### src/rtl/regif_sync_fifo_pkg.sv
// Shared defaults for the register-interface FIFO: geometry and threshold defaults.
package regif_sync_fifo_pkg;

  localparam int DEF_WIDTH     = 32;
  localparam int DEF_DEPTH     = 16;
  localparam int DEF_PTR       = 4;
  localparam int DEF_AFULL_TH  = 14;
  localparam int DEF_AEMPTY_TH = 1;
  localparam int DEF_FWFT      = 0;

  // True when depth is a power of two matching the pointer width and at least 2.
  function automatic bit geometry_ok(input int depth, input int ptr);
    return (depth >= 2) && (depth == (1 << ptr));
  endfunction

endpackage

### src/rtl/regif_fifo_ram.sv
// Register array with one synchronous write port and one asynchronous read port.
module regif_fifo_ram #(
  parameter int WIDTH = 32,
  parameter int DEPTH = 16,
  localparam int AW   = $clog2(DEPTH)
) (
  input  logic             clk,
  input  logic             we,
  input  logic [AW-1:0]    waddr,
  input  logic [WIDTH-1:0] wdata,
  input  logic [AW-1:0]    raddr,
  output logic [WIDTH-1:0] rdata
);

  logic [WIDTH-1:0] mem [DEPTH];

  always_ff @(posedge clk) begin
    if (we) mem[waddr] <= wdata;
  end

  assign rdata = mem[raddr];

endmodule

### src/rtl/regif_sync_fifo.sv
// Single-clock FIFO, registered (1-cycle) or show-ahead read; writes when full and
// reads when empty are dropped and latched into sticky overflow/underflow flags.
module regif_sync_fifo
  import regif_sync_fifo_pkg::*;
#(
  parameter int WIDTH     = DEF_WIDTH,
  parameter int DEPTH     = DEF_DEPTH,
  parameter int PTR       = DEF_PTR,
  parameter int AFULL_TH  = DEF_AFULL_TH,
  parameter int AEMPTY_TH = DEF_AEMPTY_TH,
  parameter int FWFT      = DEF_FWFT
) (
  input  logic             clk,
  input  logic             reset,
  input  logic             wren,
  input  logic [WIDTH-1:0] datain,
  input  logic             rden,
  output logic [WIDTH-1:0] dataout,
  output logic             full,
  output logic             empty,
  output logic             afull,
  output logic             aempty,
  output logic [PTR:0]     usedw,
  output logic             overflow,
  output logic             underflow,
  input  logic             clr_err
);

  if (!geometry_ok(DEPTH, PTR)) begin : g_bad_geometry
    $error("regif_sync_fifo: DEPTH must equal 2**PTR and be >= 2");
  end
  if (AFULL_TH < 1 || AFULL_TH > DEPTH) begin : g_bad_afull
    $error("regif_sync_fifo: AFULL_TH out of range 1..DEPTH");
  end
  if (AEMPTY_TH < 0 || AEMPTY_TH > DEPTH - 1) begin : g_bad_aempty
    $error("regif_sync_fifo: AEMPTY_TH out of range 0..DEPTH-1");
  end

  localparam logic [PTR:0] ONE      = (PTR+1)'(1);
  localparam logic [PTR:0] DEPTH_W  = (PTR+1)'(DEPTH);
  localparam logic [PTR:0] AFULL_W  = (PTR+1)'(AFULL_TH);
  localparam logic [PTR:0] AEMPTY_W = (PTR+1)'(AEMPTY_TH);

  logic [PTR:0]     wptr, rptr, usedw_nxt;
  logic             wr_acc, rd_acc;
  logic [WIDTH-1:0] rd_data;

  assign wr_acc = wren && !full;
  assign rd_acc = rden && !empty;

  always_comb begin
    usedw_nxt = usedw;
    if (wr_acc && !rd_acc)      usedw_nxt = usedw + ONE;
    else if (rd_acc && !wr_acc) usedw_nxt = usedw - ONE;
  end

  regif_fifo_ram #(
    .WIDTH (WIDTH),
    .DEPTH (DEPTH)
  ) u_ram (
    .clk   (clk),
    .we    (wr_acc),
    .waddr (wptr[PTR-1:0]),
    .wdata (datain),
    .raddr (rptr[PTR-1:0]),
    .rdata (rd_data)
  );

  // Flags come from the next occupancy so they line up with the edge that changes it.
  always_ff @(posedge clk) begin
    if (reset) begin
      wptr      <= '0;
      rptr      <= '0;
      usedw     <= '0;
      full      <= 1'b0;
      empty     <= 1'b1;
      afull     <= 1'b0;
      aempty    <= 1'b1;
      overflow  <= 1'b0;
      underflow <= 1'b0;
    end else begin
      if (wr_acc) wptr <= wptr + ONE;
      if (rd_acc) rptr <= rptr + ONE;
      usedw     <= usedw_nxt;
      full      <= (usedw_nxt == DEPTH_W);
      empty     <= (usedw_nxt == '0);
      afull     <= (usedw_nxt >= AFULL_W);
      aempty    <= (usedw_nxt <= AEMPTY_W);
      overflow  <= (overflow  && !clr_err) || (wren && full);
      underflow <= (underflow && !clr_err) || (rden && empty);
    end
  end

  if (FWFT != 0) begin : g_show_ahead
    assign dataout = empty ? '0 : rd_data;
  end else begin : g_registered
    always_ff @(posedge clk) begin
      if (reset)       dataout <= '0;
      else if (rd_acc) dataout <= rd_data;
    end
  end

endmodule

### config.mk
export PLATFORM = sky130hd
export DESIGN_NAME = regif_sync_fifo
export DESIGN_NICKNAME = d
export VERILOG_FILES = /design/src/rtl/regif_sync_fifo_pkg.sv /design/src/rtl/regif_fifo_ram.sv /design/src/rtl/regif_sync_fifo.sv
export SDC_FILE = /design/constraint.sdc
export NUM_CORES = 1
export LEC_CHECK = 0
export ABC_AREA = 1
export BUFFER_PORTS_ARGS = -buffer_cell sky130_fd_sc_hd__buf_2
export CORE_ASPECT_RATIO = 1.2
export CORE_MARGIN = 2
export CORE_UTILIZATION = 58
export CTS_BUF_LIST = sky130_fd_sc_hd__clkbuf_4 sky130_fd_sc_hd__clkbuf_8
export CTS_CLUSTER_DIAMETER = 60
export CTS_CLUSTER_SIZE = 30
export DETAILED_ROUTE_END_ITERATION = 16
export GPL_ROUTABILITY_DRIVEN = 0
export PLACE_DENSITY = 0.78
export SLEW_MARGIN = 20
export SYNTH_ARGS = -nofsm -noshare
export SYNTH_HDL_FRONTEND = slang
export SYNTH_SLANG_ARGS = --single-unit
### constraint.sdc
create_clock -name clk -period 2.6 [get_ports clk]
set_input_delay 0 -clock clk [delete_from_list [all_inputs] [get_ports clk]]
set_output_delay 0 -clock clk [all_outputs]
set_load 0.01 [all_outputs]
* Yosys cells after proc, flatten, opt, wreduce, memory -nomap -nowiden
Memories as Yosys holds them, arrays and structs flattened. A register that Yosys moved wholly into a read port is not among the register bits.
Index checks and enable logic that the tools add are counted.
** Word-level totals
- Memories :: 1
- RAM bits :: 512
- Bits in registers :: 21
- Input bits :: 37
** Operators by class
- Add/subtract/negate cells :: 4
- Magnitude comparators :: 2
- Mux-type cells :: 4
- Reductions and logical operators :: 16
- Equality and inequality tests :: 1
** Memories
- u_ram.mem :: words 16, width 32, read ports 1, clocked after memory_dff 1, write ports 1, line regif_fifo_ram.sv:15 : logic [WIDTH-1:0] mem [DEPTH];
** Operators by type and width (number)
- 5-bit by 1-bit adder with 5-bit output, second input constant :: 3
- 5-bit two-way mux :: 2
- 1-bit logical AND :: 8
- 5-bit equality test, second input constant :: 1
- 5-bit by 4-bit >= comparator with 1-bit output, second input constant :: 1
- 5-bit by 1-bit less-or-equal comparator with 1-bit output, second input constant :: 1
- 1-bit zero test :: 5
- 5-bit zero test :: 1
- 5-bit by 1-bit subtractor with 5-bit output, second input constant :: 1
- 1-bit logical OR :: 2
- 1-bit two-way mux :: 2

* Longest topological paths before layout
Gate-level depths: netlist of the first run.
- Depth in word-level cells :: 7
- Gate-level depth with buffers :: 13

* By module
Synthesis of the first run repeated with hierarchy kept, for this count alone.
** Second synthesis, totals
- Cell total of the unflattened synthesis :: 2364
- Area, all modules :: 24144.4 um^2
** By module, submodules not included
- regif_fifo_ram :: cells an instance 2088, area an instance 22089.9 um^2, sequential area each 15374.7 um^2, instances 1
- regif_sync_fifo :: cells an instance 276, area an instance 2054.5 um^2, sequential area each 1021.0 um^2, instances 1

* Least setup slack after synthesis of the first run
Ideal clock, no wire load.
- Path type :: reg2reg
- Start point :: register full
- End point :: memory u_ram.mem[11][0], enable pin
- Path slack :: 0.074 ns
- Library setup time :: 0.421 ns
- Arrival time :: 2.105 ns
- Clock period less this slack :: 2.526 ns
- Data required time :: 2.179 ns
- Cell stages (with the launch flop) :: 6
- Cell sequence :: dfxtp_1 > inv_1 > nand2_1 > nor2_1 > nand2_1 > nor2_1
** Between the ends
- Word-level cells in the longest chain between the ends :: 4
** Ends and longest elaborated chain
- start, declared :: line regif_sync_fifo.sv:19 : output logic full,
- start signal, assigned :: line regif_sync_fifo.sv:85 : full <= (usedw_nxt == DEPTH_W);
- 1-bit zero test :: line regif_sync_fifo.sv:48 : assign wr_acc = wren && !full;
- 1-bit logical AND :: line regif_sync_fifo.sv:48
- 1-bit two-way mux :: line regif_fifo_ram.sv:18 : if (we) mem[waddr] <= wdata;
- 1-bit two-way mux (not written as such) :: line regif_fifo_ram.sv:18
- end, declared :: line regif_fifo_ram.sv:15
Every way passes these cells.

* Worst setup path after layout of the first run
- Start point :: register full
- End point :: memory u_ram.mem[14][3], enable pin
Same word-level chain as after synthesis.

==> results of run 1 <==
## final cells by class
cell class / count / share of cell area, %
Multi-Input combinational cell: 1218 / 22.0
Sequential cell: 563 / 65.6
Timing Repair Buffer: 168 / 5.54
Clock inverter: 26 / 1.34
Tap cell: 526 / 2.63
Inverter: 59 / 0.916
Antenna cell: 2 / 0.0200
Clock buffer: 35 / 1.93
## cells in the final DEF (no fill, tap or decap), types with 35 or more instances in the layout
cell / n
inv_1: 53
dfxtp_1: 47
nand2_1: 665
dlygate4sd3_1: 38
buf_2: 79
nand3_1: 397
clkbuf_8: 35
a21oi_1: 41
o21ai_0: 35
edfxtp_1: 512
## routing by layer
metal  vias up  global-route usage (%)  routed length (µm)
met3       126                    4.26                4430
met5         -                       0                  27
met1      7433                    33.8               20500
met4         4                    10.4                1710
li1       6958                       -                   -
met2       755                    45.7               27100
## per-stage QoR
step                      hold slack, ns  power, W  utilization [%]
after floorplan                   0.0989    0.0123                -
after global placement             0.284    0.0131             61.6
after detailed placement           0.280    0.0132             61.6
after CTS                          0.259    0.0178             64.7
after global routing               0.281    0.0184             64.7
final                              0.305    0.0178             64.7
## logic make-up (layout without fill, tap and decap cells)
kind of cell / Yosys count / count (layout) / share of synthesized area (%)
xor+xnor: 1 / 1 / 0.0387
fa+ha+maj: 7 / 7 / 0.386
buf+inv: 177 / 288 / 3.95
simple gates: 1101 / 1101 / 20.5
flops: 563 / 563 / 72.4
compound gates: 109 / 109 / 2.76
other cells: 0 / 2 / 0
## report_power, final
part / internal [W] / switching [W]
Clock: 0.00175 / 0.00298
Combinational: 0.000873 / 0.00188
Sequential: 0.0101 / 0.000166
## how the worst max path moves through the flow
stage / slack, ns / startpoint / to
floorplan: 0.07 / full / u_ram.mem[11][0]
global placement: 0.50 / full / u_ram.mem[14][29]
detailed placement: 0.49 / full / u_ram.mem[14][28]
CTS: 0.48 / full / u_ram.mem[14][3]
global route: 0.36 / rptr[0] / dataout[15]
finish: 0.45 / full / u_ram.mem[14][3]
## flip-flops by register name, summed over array words and instances (netlist names)
signal / flops
wptr: 4
usedw: 5
empty: 1
afull: 1
dataout: 32
full: 1
aempty: 1
u_ram.mem: 512
rptr: 4
underflow: 1
overflow: 1
## repair_timing
action	in CTS	in global routing
buffers inserted	0	0
hold buffers	38	0
hold endpoints to repair	526	0
## worst max-delay path: cells and delay by family (launching register included)
kind	cells	cell delay, ns
flip-flops	1	0.37
AND/OR/NAND/NOR	3	1.20
buffers and inverters	1	0.28
==> metrics, run 1 <==
drt wl/cell 20.7 µm; DRC viols 0; WHS Path Cells 2; H-tree depth 2; min-delay worst type in -> reg; FF-to-FF End u_ram.mem[14][3]; Max stage delay on crit path 0.60 ns; Synth Area per Inst 11.6 µm²; Power Density 712 nW/µm²; crit path kind reg -> reg; final instance area between 20000 and 25000 µm²; Synth Instances 1958; Port Buffer Count 79; Area Growth Syn to Fin 10.3%; CTS Buf Count 34; maximum clock frequency 466 MHz; outcome finished clean; post-synth top area cell edfxtp_1; CTS Sinks 563; RSZ-0062 raised after global routing false; Crit Path Max Fanout 20; Initial Util 58.6%; Clock Skew about 0.03 ns; reg2reg path depth 4; vias per inst slightly below 6; nets@finish 2088; total negative slack 0 ns; critical-path cell list nor2_4 > nand2_1 > nor2_4 > buf_12; io pins 80; period utilisation layout 82.5%; initial antenna violation count 3; DP Cell Count 2496; slew of the pin with the lowest slew margin slightly below 0.9 ns; Die X 184 µm; top post-synthesis cells by area edfxtp_1 (68%), nand2_1 (11%), nand3_1 (8.8%), dfxtp_1 (4.5%), buf_2 (1.2%); share of cells above drive strength 1 around a tenth; Commonest cells post-synth nand2_1 (665), edfxtp_1 (512), nand3_1 (397); critical path's most frequent cell nor2_4; core area 38600 µm²; Fillers roughly 2800; CP Data Arrival Time 2.45 ns; Skew-Pair Late Insertion Delay 0.61 ns; # rows slightly below 80; startpoint types flip-flop; Slew headroom 42.3%; vias post-DR between 15000 and 20000; Total Routing Usage GR 26.5%; Max Cap Violations 0; Worst Path Required about 2.9 ns; antenna viol nets, final 0; max-slew violation count 0; FFs w/ async S/R, synth 0%; Netlist Area Pre-Place 22700 µm²; HP Start datain[21]; vias in the first global route 14851; die area 40700 µm²; Lkg Pwr 9.18 nW; endpoints failing hold 0; fin crit period 2.15 ns; Yosys cell types 27; Die H between 200 and 250 µm; total gr overflow 0; dpl ws 0.490 ns; synthesized flop and latch total around 560; Yosys warning count 0; worst hold endpoint u_ram.mem[7][21]; TritonCTS clock tree built; ys flop type edfxtp_1; pin count of the biggest net entering global routing about 160; initial DRC count 1700; syn_nets ~2000; DRT Wirelength 53800 µm; 1st-pass router iterations 5; Resized Gates After CTS 0; clk root buf clkbuf_8; first-pass GRT wire length 81900 µm; reg2reg setup slack 0.45 ns; multi-input logic area 5500 µm²; CP Capture Type flip-flop; Finished Layout Cells approximately 2600; CP max-delay cell nor2_4; sequential area share after synthesis 72.4%; number of enable flip-flop cells after synthesis a little over 500; Seq. cell area 16400 µm²; maximum vdd drop 0.598 mV; count of final setup violators 0; CTS max path bufs 3; dpl cell area 23800 µm²; top cell type's share of synthesized area 67.8%; r2r startpoint full; CTS clk-pin slew, worst paths 0.15 ns; final worst setup slack 0.454 ns; count leader, synth nand2_1; Final HPWL DP 30100 µm
(Power assumes the default switching activity.)
==> run 2: changes to the inputs <==
- CORE_UTILIZATION: 58 -> 64
- PLACE_DENSITY: 0.78 -> 0.82
- clock period: 2.6 -> 2.1 ns (I/O delays scaled with it)
==> metrics, run 2 (synthesis results as in run 1) <==
outcome finished clean; Final HPWL DP 29600 µm (-1.4%); clk root buf clkbuf_8; maximum vdd drop 0.790 mV (+32%); pin count of the biggest net entering global routing 113 (-28%); dpl ws 0.302 ns (-0.188 ns); min-delay worst type in -> reg; Area Growth Syn to Fin 10.6%; drt wl/cell 20.8 µm (+0.30%); Initial Util 64.9% (+6.3 points); RSZ-0062 raised after global routing false; CP max-delay cell dfxtp_4; CP Data Arrival Time 2.42 ns (-0.03 ns); vias post-DR 15301 (+0.16%); final worst setup slack 0.228 ns (-0.226 ns); max reg flops 512 (unchanged); initial DRC count 2138 (+26%); final hold slack 0.311 ns (+0.00522 ns); initial antenna violation count 0 (-3); io pins 80 (unchanged); # rows 75 (-5.1%); Total Routing Usage GR 28.9% (+2.4 points); Max Cap Violations 0 (unchanged); core area 34900 µm² (-9.7%); Power Density 875 nW/µm² (+23%); critical path's most frequent cell nand3_1; antenna viol nets, final 0 (unchanged); vias per inst 6.04 (+2.7%); CTS clk-pin slew, worst paths 0.14 ns (about the same); startpoint types flip-flop; biggest regs u_ram.mem: 512 flops, dataout: 32 flops, usedw: 5 flops; maximum clock frequency 534 MHz (+15%); Port Buffer Count 79 (unchanged); commonest cells after routing, fill and taps aside nand2_1 (665), edfxtp_1 (512), nand3_1 (397), buf_2 (79), inv_1 (53); Die H 210 µm (-4.7%); Worst Path Required 2.65 ns (-0.26 ns); Skew-Pair Late Insertion Delay 0.60 ns (about the same); fin crit period 1.87 ns (-0.274 ns); Clock Skew 0.0197 ns (-0.0103 ns); die area 36900 µm² (-9.2%); CTS Buf Count 34 (unchanged); crit path kind reg -> reg; period utilisation layout 89.1% (+6.6 points); Resized Gates After CTS 0 (unchanged); Lkg Pwr 9.24 nW (+0.64%); nets@finish 2090 (+0.096%); Biggest register u_ram.mem; DRC viols 0 (unchanged); final instance area 25100 µm² (+0.26%); 1st-pass router iterations 6 (+1); total gr overflow 0 (unchanged); first-pass GRT wire length 82100 µm (+0.24%); total negative slack 0 ns (unchanged); share of cells above drive strength 1 10.7% (+0.081 points); H-tree depth 2 (unchanged); count of final setup violators 0 (unchanged); Crit Path Max Fanout 53 (+170%); slew of the pin with the lowest slew margin 0.667 ns (-0.200 ns); critical-path cell list inv_6 > buf_12 > buf_4 > nand2_1 > nand3_1 > nand3_1 > a21oi_1 > o21bai_1 > inv_1; Fillers 2308 (-18%); TritonCTS clock tree built; DRT Wirelength 52600 µm (-2.1%); dpl cell area 23900 µm² (+0.36%); Slew headroom 55.5% (+13 points); CP Capture Type flip-flop; max-slew violation count 0 (unchanged); vias in the first global route 15420 (+3.8%); CTS max path bufs 3 (unchanged); endpoints failing hold 0 (unchanged); CP bufs+invs 4 (+3); CTS Sinks 563 (unchanged); HP Start datain[0]; CP startpoint rptr[0]; DP Cell Count 2434 (-2.5%); CP top delay family buffers and inverters; Die X 176 µm (-4.7%); commonest non-fill, non-tap cell in the layout nand2_1; Finished Layout Cells 2534 (-2.4%); r2r startpoint rptr[0]; Max stage delay on crit path 0.40 ns (-0.20 ns); antenna cells 0 (-2)
## run 2: cell types whose count changed in the layout (fill, tap and decap cells not counted), sizes merged
cell      previous run  this run
clkbuf              35        40
clkinv               6         9
inv                 70        66
clkinvlp             6         3
diode                2         0
buf                130       132
## run 2: final cells by class
cell class / count / area, µm² / area share [%]
flip-flops and latches: 563 / 16400 / 65.5
multi-input cells: 1218 / 5500 / 21.9
repair buffers: 170 / 1550 / 6.18
well taps: 462 / 578 / 2.31
clock buffers: 40 / 538 / 2.15
clock inverters: 22 / 263 / 1.05
inverters: 59 / 229 / 0.914
## run 2: repair_timing
| item | in CTS | in global routing |
|---|---|---|
| setup buffers | 0 | 0 |
| endpoints found under the hold margin | 527 | 0 |
| hold buffers | 38 | 0 |
## run 2: power by group
group / leakage (nW) / internal, W / total, W / switching, W
Combinational: 3.79 / 0.00111 / 0.00340 / 0.00229
Clock: 0.404 / 0.00224 / 0.00577 / 0.00353
Sequential: 5.05 / 0.0126 / 0.0128 / 0.000196
## run 2: routing by layer
layer / global-route usage (%) / part of all wire, % / vias up
met5: 0 / 0 / -
met3: 3.66 / 8.2 / 117
met4: 11.2 / 2.8 / 0
met1: 37.3 / 37 / 7366
li1: - / - / 6957
met2: 50.5 / 52 / 861
## run 2: path summary, 6_finish.rpt
path                     endpoint  slack (ns)  cells past startpoint
setup / recovery      dataout[11]        0.23                      9
setup reg to reg      dataout[11]        0.23                      9
hold reg to reg           wptr[2]        0.55                      2
hold / removal    u_ram.mem[5][0]        0.31                      2
## run 2: stage by stage
stage | total power (W) | util, %
after floorplan | 0.0152 | -
after global placement | 0.0162 | 68.4
after detailed placement | 0.0163 | 68.4
after CTS | 0.0219 | 71.8
after global routing | 0.0228 | 71.8
final | 0.0219 | 71.8
==> run 3: changes to the inputs <==
- ABC_AREA: 1 -> not set
- ABC_CLOCK_PERIOD_IN_PS: not set -> 2100
- GPL_ROUTABILITY_DRIVEN: 0 -> not set
==> metrics, run 3 <==
outcome finished clean; antenna cells 0 (unchanged); Finished Layout Cells 1550 (-39%); CP max-delay cell mux4_2; period utilisation layout 93.1% (+3.9 points); Post-Synth Simple-Gate Area 1.90% (-19 points); CTS clk-pin slew, worst paths 0.16 ns (+0.02 ns); top cell type's share of synthesized area 72.6% (+4.8 points); Initial Util 65.3% (+0.34 points); Placer Congestion 0.727; core area 32400 µm² (-7.1%); Resized Gates After CTS 0 (unchanged); count leader, synth edfxtp_1; ys flop type edfxtp_1; multi-input logic area 4620 µm² (-16%); io pins 80 (unchanged); mux contribution to synthesized area 16.7% (+17 points); maximum vdd drop 0.829 mV (+4.8%); top post-synthesis cells by area edfxtp_1 (73%), mux4_2 (14%), dfxtp_1 (4.8%), mux2i_1 (3.0%), o221ai_1 (1.3%); Seq. cell area 16400 µm² (about the same); largest family of logic cells by synthesized area multiplexers; WHS Path Cells 2 (unchanged); total gr overflow 0 (unchanged); adder-cell area share of the yosys netlist 0.414% (+0.027 points); fin crit period 1.95 ns (+0.0823 ns); Power Density 885 nW/µm² (+1.1%); pin count of the biggest net entering global routing 56 (-50%); Yosys cell types 31 (+15%); Max Cap Violations 0 (unchanged); FFs w/ async S/R, synth 0% (unchanged); critical-path cell list buf_12 > buf_12 > mux4_2 > mux2i_1 > o221ai_1; Synth Area in XOR/XNOR 0.414% (+0.38 points); sequential area share after synthesis 77.5% (+5.1 points); initial antenna violation count 0 (unchanged); DRT Wirelength 43200 µm (-18%); vias post-DR 10273 (-33%); post-synth top area cell edfxtp_1; min-delay worst type in -> reg; Clock Skew 0.0271 ns (+0.00739 ns); commonest non-fill, non-tap cell in the layout edfxtp_1; Die X 170 µm (-3.3%); met1 usage 36.8% (-0.49 points); grt peak-use layer met2; CP top delay family multiplexers; critical path depth 5 (-4); Area Growth Syn to Fin 12.6%; clk root buf clkbuf_8; Final HPWL DP 24600 µm (-17%); Worst Path Required 2.61 ns (-0.04 ns); startpoint types flip-flop; 1st-pass router iterations 5 (-1); Port Buffer Count 79 (unchanged); vias per inst 6.63 (+9.8%); max-slew violation count 0 (unchanged); CTS Buf Count 27 (-21%); CTS Sinks 563 (unchanged); Total Routing Usage GR 25.8% (-3.1 points); Yosys warning count 0 (unchanged); CP Data Arrival Time 2.46 ns (+0.04 ns); DP Cell Count 1461 (-40%); # rows 72 (-4.0%); Synth Instances 969 (-51%); final hold slack 0.244 ns (-0.0666 ns); crit path kind reg -> reg; CP Capture Type flip-flop; maximum clock frequency 512 MHz (-4.2%); Lkg Pwr 7.42 nW (-20%); met3 GRT Util 3.45% (-0.21 points); Biggest register u_ram.mem; endpoints failing hold 0 (unchanged); DRC viols 0 (unchanged); number of enable flip-flop cells after synthesis 512 (unchanged); Skew-Pair Late Insertion Delay 0.65 ns (+0.05 ns); H-tree depth 1 (-1); Fillers 1748 (-24%); nets@finish 1166 (-44%); critical path's most frequent cell buf_12; CP bufs+invs 2 (-2); drt wl/cell 27.9 µm (+34%); vias in the first global route 10366 (-33%); syn_nets 1013 (-49%); max reg flops 512 (unchanged); reg2reg path depth 5 (-4); RSZ-0062 raised after global routing false; die area 34500 µm² (-6.5%); Compound-Gate Fraction of Synth Area 1.73% (-1.0 points); commonest cells after routing, fill and taps aside edfxtp_1 (512), mux4_2 (129), buf_2 (79), mux2i_1 (63), dfxtp_1 (48); antenna viol nets, final 0 (unchanged); Synth Area per Inst 21.8 µm² (+89%); biggest regs u_ram.mem: 512 flops, dataout: 32 flops, usedw: 5 flops; Commonest cells post-synth edfxtp_1 (512), mux4_2 (129), mux2i_1 (63); count of final setup violators 0 (unchanged); synthesized flop and latch total 563 (unchanged); GRT met2 Usage 43.3% (-7.3 points); Netlist Area Pre-Place 21200 µm² (-6.6%); Slew headroom 68.4% (+13 points); TritonCTS clock tree built; Max stage delay on crit path 0.52 ns (+0.12 ns); CTS max path bufs 3 (unchanged); initial DRC count 1060 (-50%); first-pass GRT wire length 64200 µm (-22%); Crit Path Max Fanout 20 (-62%); share of cells above drive strength 1 29.6% (+19 points); Die H 203 µm (-3.3%); slew of the pin with the lowest slew margin 0.474 ns (-0.193 ns)
==> run 3: cell types whose count changed in the layout (fill, tap and decap cells not counted), sizes merged, moves of 8 or more <==
cell and delta:
a21oi -38, clkbuf -8, inv -52, mux2i +63
mux4 +129, nand2 -622, nand3 -396, o21ai -36
o21bai -31, o221ai +31
==> run 3: cell families after synthesis <==
family | Yosys count
flip-flops | 563
multiplexers | 192
AND/OR/NAND/NOR | 95
buffers and inverters | 59
AO/OA/AOI/OAI | 43
XOR/XNOR | 10
adder cells (fa/ha/maj) | 7
==> run 3: final timing paths <==
path	from	end	slack (ns)
max	rptr[0]	dataout[18]	0.15
min	datain[13]	u_ram.mem[10][13]	0.24
max reg2reg	rptr[0]	dataout[18]	0.15
min reg2reg	dataout[8]	dataout[8]	0.48
==> run 3: final cells by class <==
| type | count | area share, % |
|---|---|---|
| sequential | 563 | 68.8 |
| timing repair buffer | 177 | 6.73 |
| tap | 407 | 2.14 |
| inverter | 6 | 0.0945 |
| clock buffer | 32 | 1.77 |
| clock inverter | 18 | 1.04 |
| multi-input combinational | 347 | 19.4 |
==> run 3: per-layer routing <==
layer	vias up	wire (µm)
met5	-	0
met2	476	22500
li1	4312	-
met3	64	3240
met4	0	884
met1	5421	16600
==> run 3: repair_timing <==
action | CTS | global route
endpoints found under the hold margin | 531 | 0
hold buffers | 39 | 0
buffers inserted | 0 | 0
==> run 3: report_power, final <==
group / leakage (nW) / switching [W] / total [W] / internal (W)
registers: 5.04 / 0.000209 / 0.0128 / 0.0126
clock network: 0.331 / 0.00334 / 0.00510 / 0.00176
logic: 2.04 / 0.00158 / 0.00323 / 0.00165
==> run 3: stage by stage <==
step	area (µm²)	setup slack, ns	util (%)	power, W	setup TNS, ns
global placement	22800	0.259	70.2	0.0161	0
global route	23800	0.0335	73.5	0.0218	0
finish	23800	0.146	73.5	0.0211	0
floorplan	21200	-0.493	-	0.0152	-199.89
CTS	23800	0.127	73.5	0.0212	0
detailed placement	22800	0.159	70.2	0.0162	0
==> run 3: worst reg2reg max path, stage by stage, from the launching register on <==
cell	delay (ns)
dfxtp_4	0.47
buf_12	0.20
buf_12	0.23
mux4_2	0.54
mux2i_1	0.20
o221ai_1	0.18
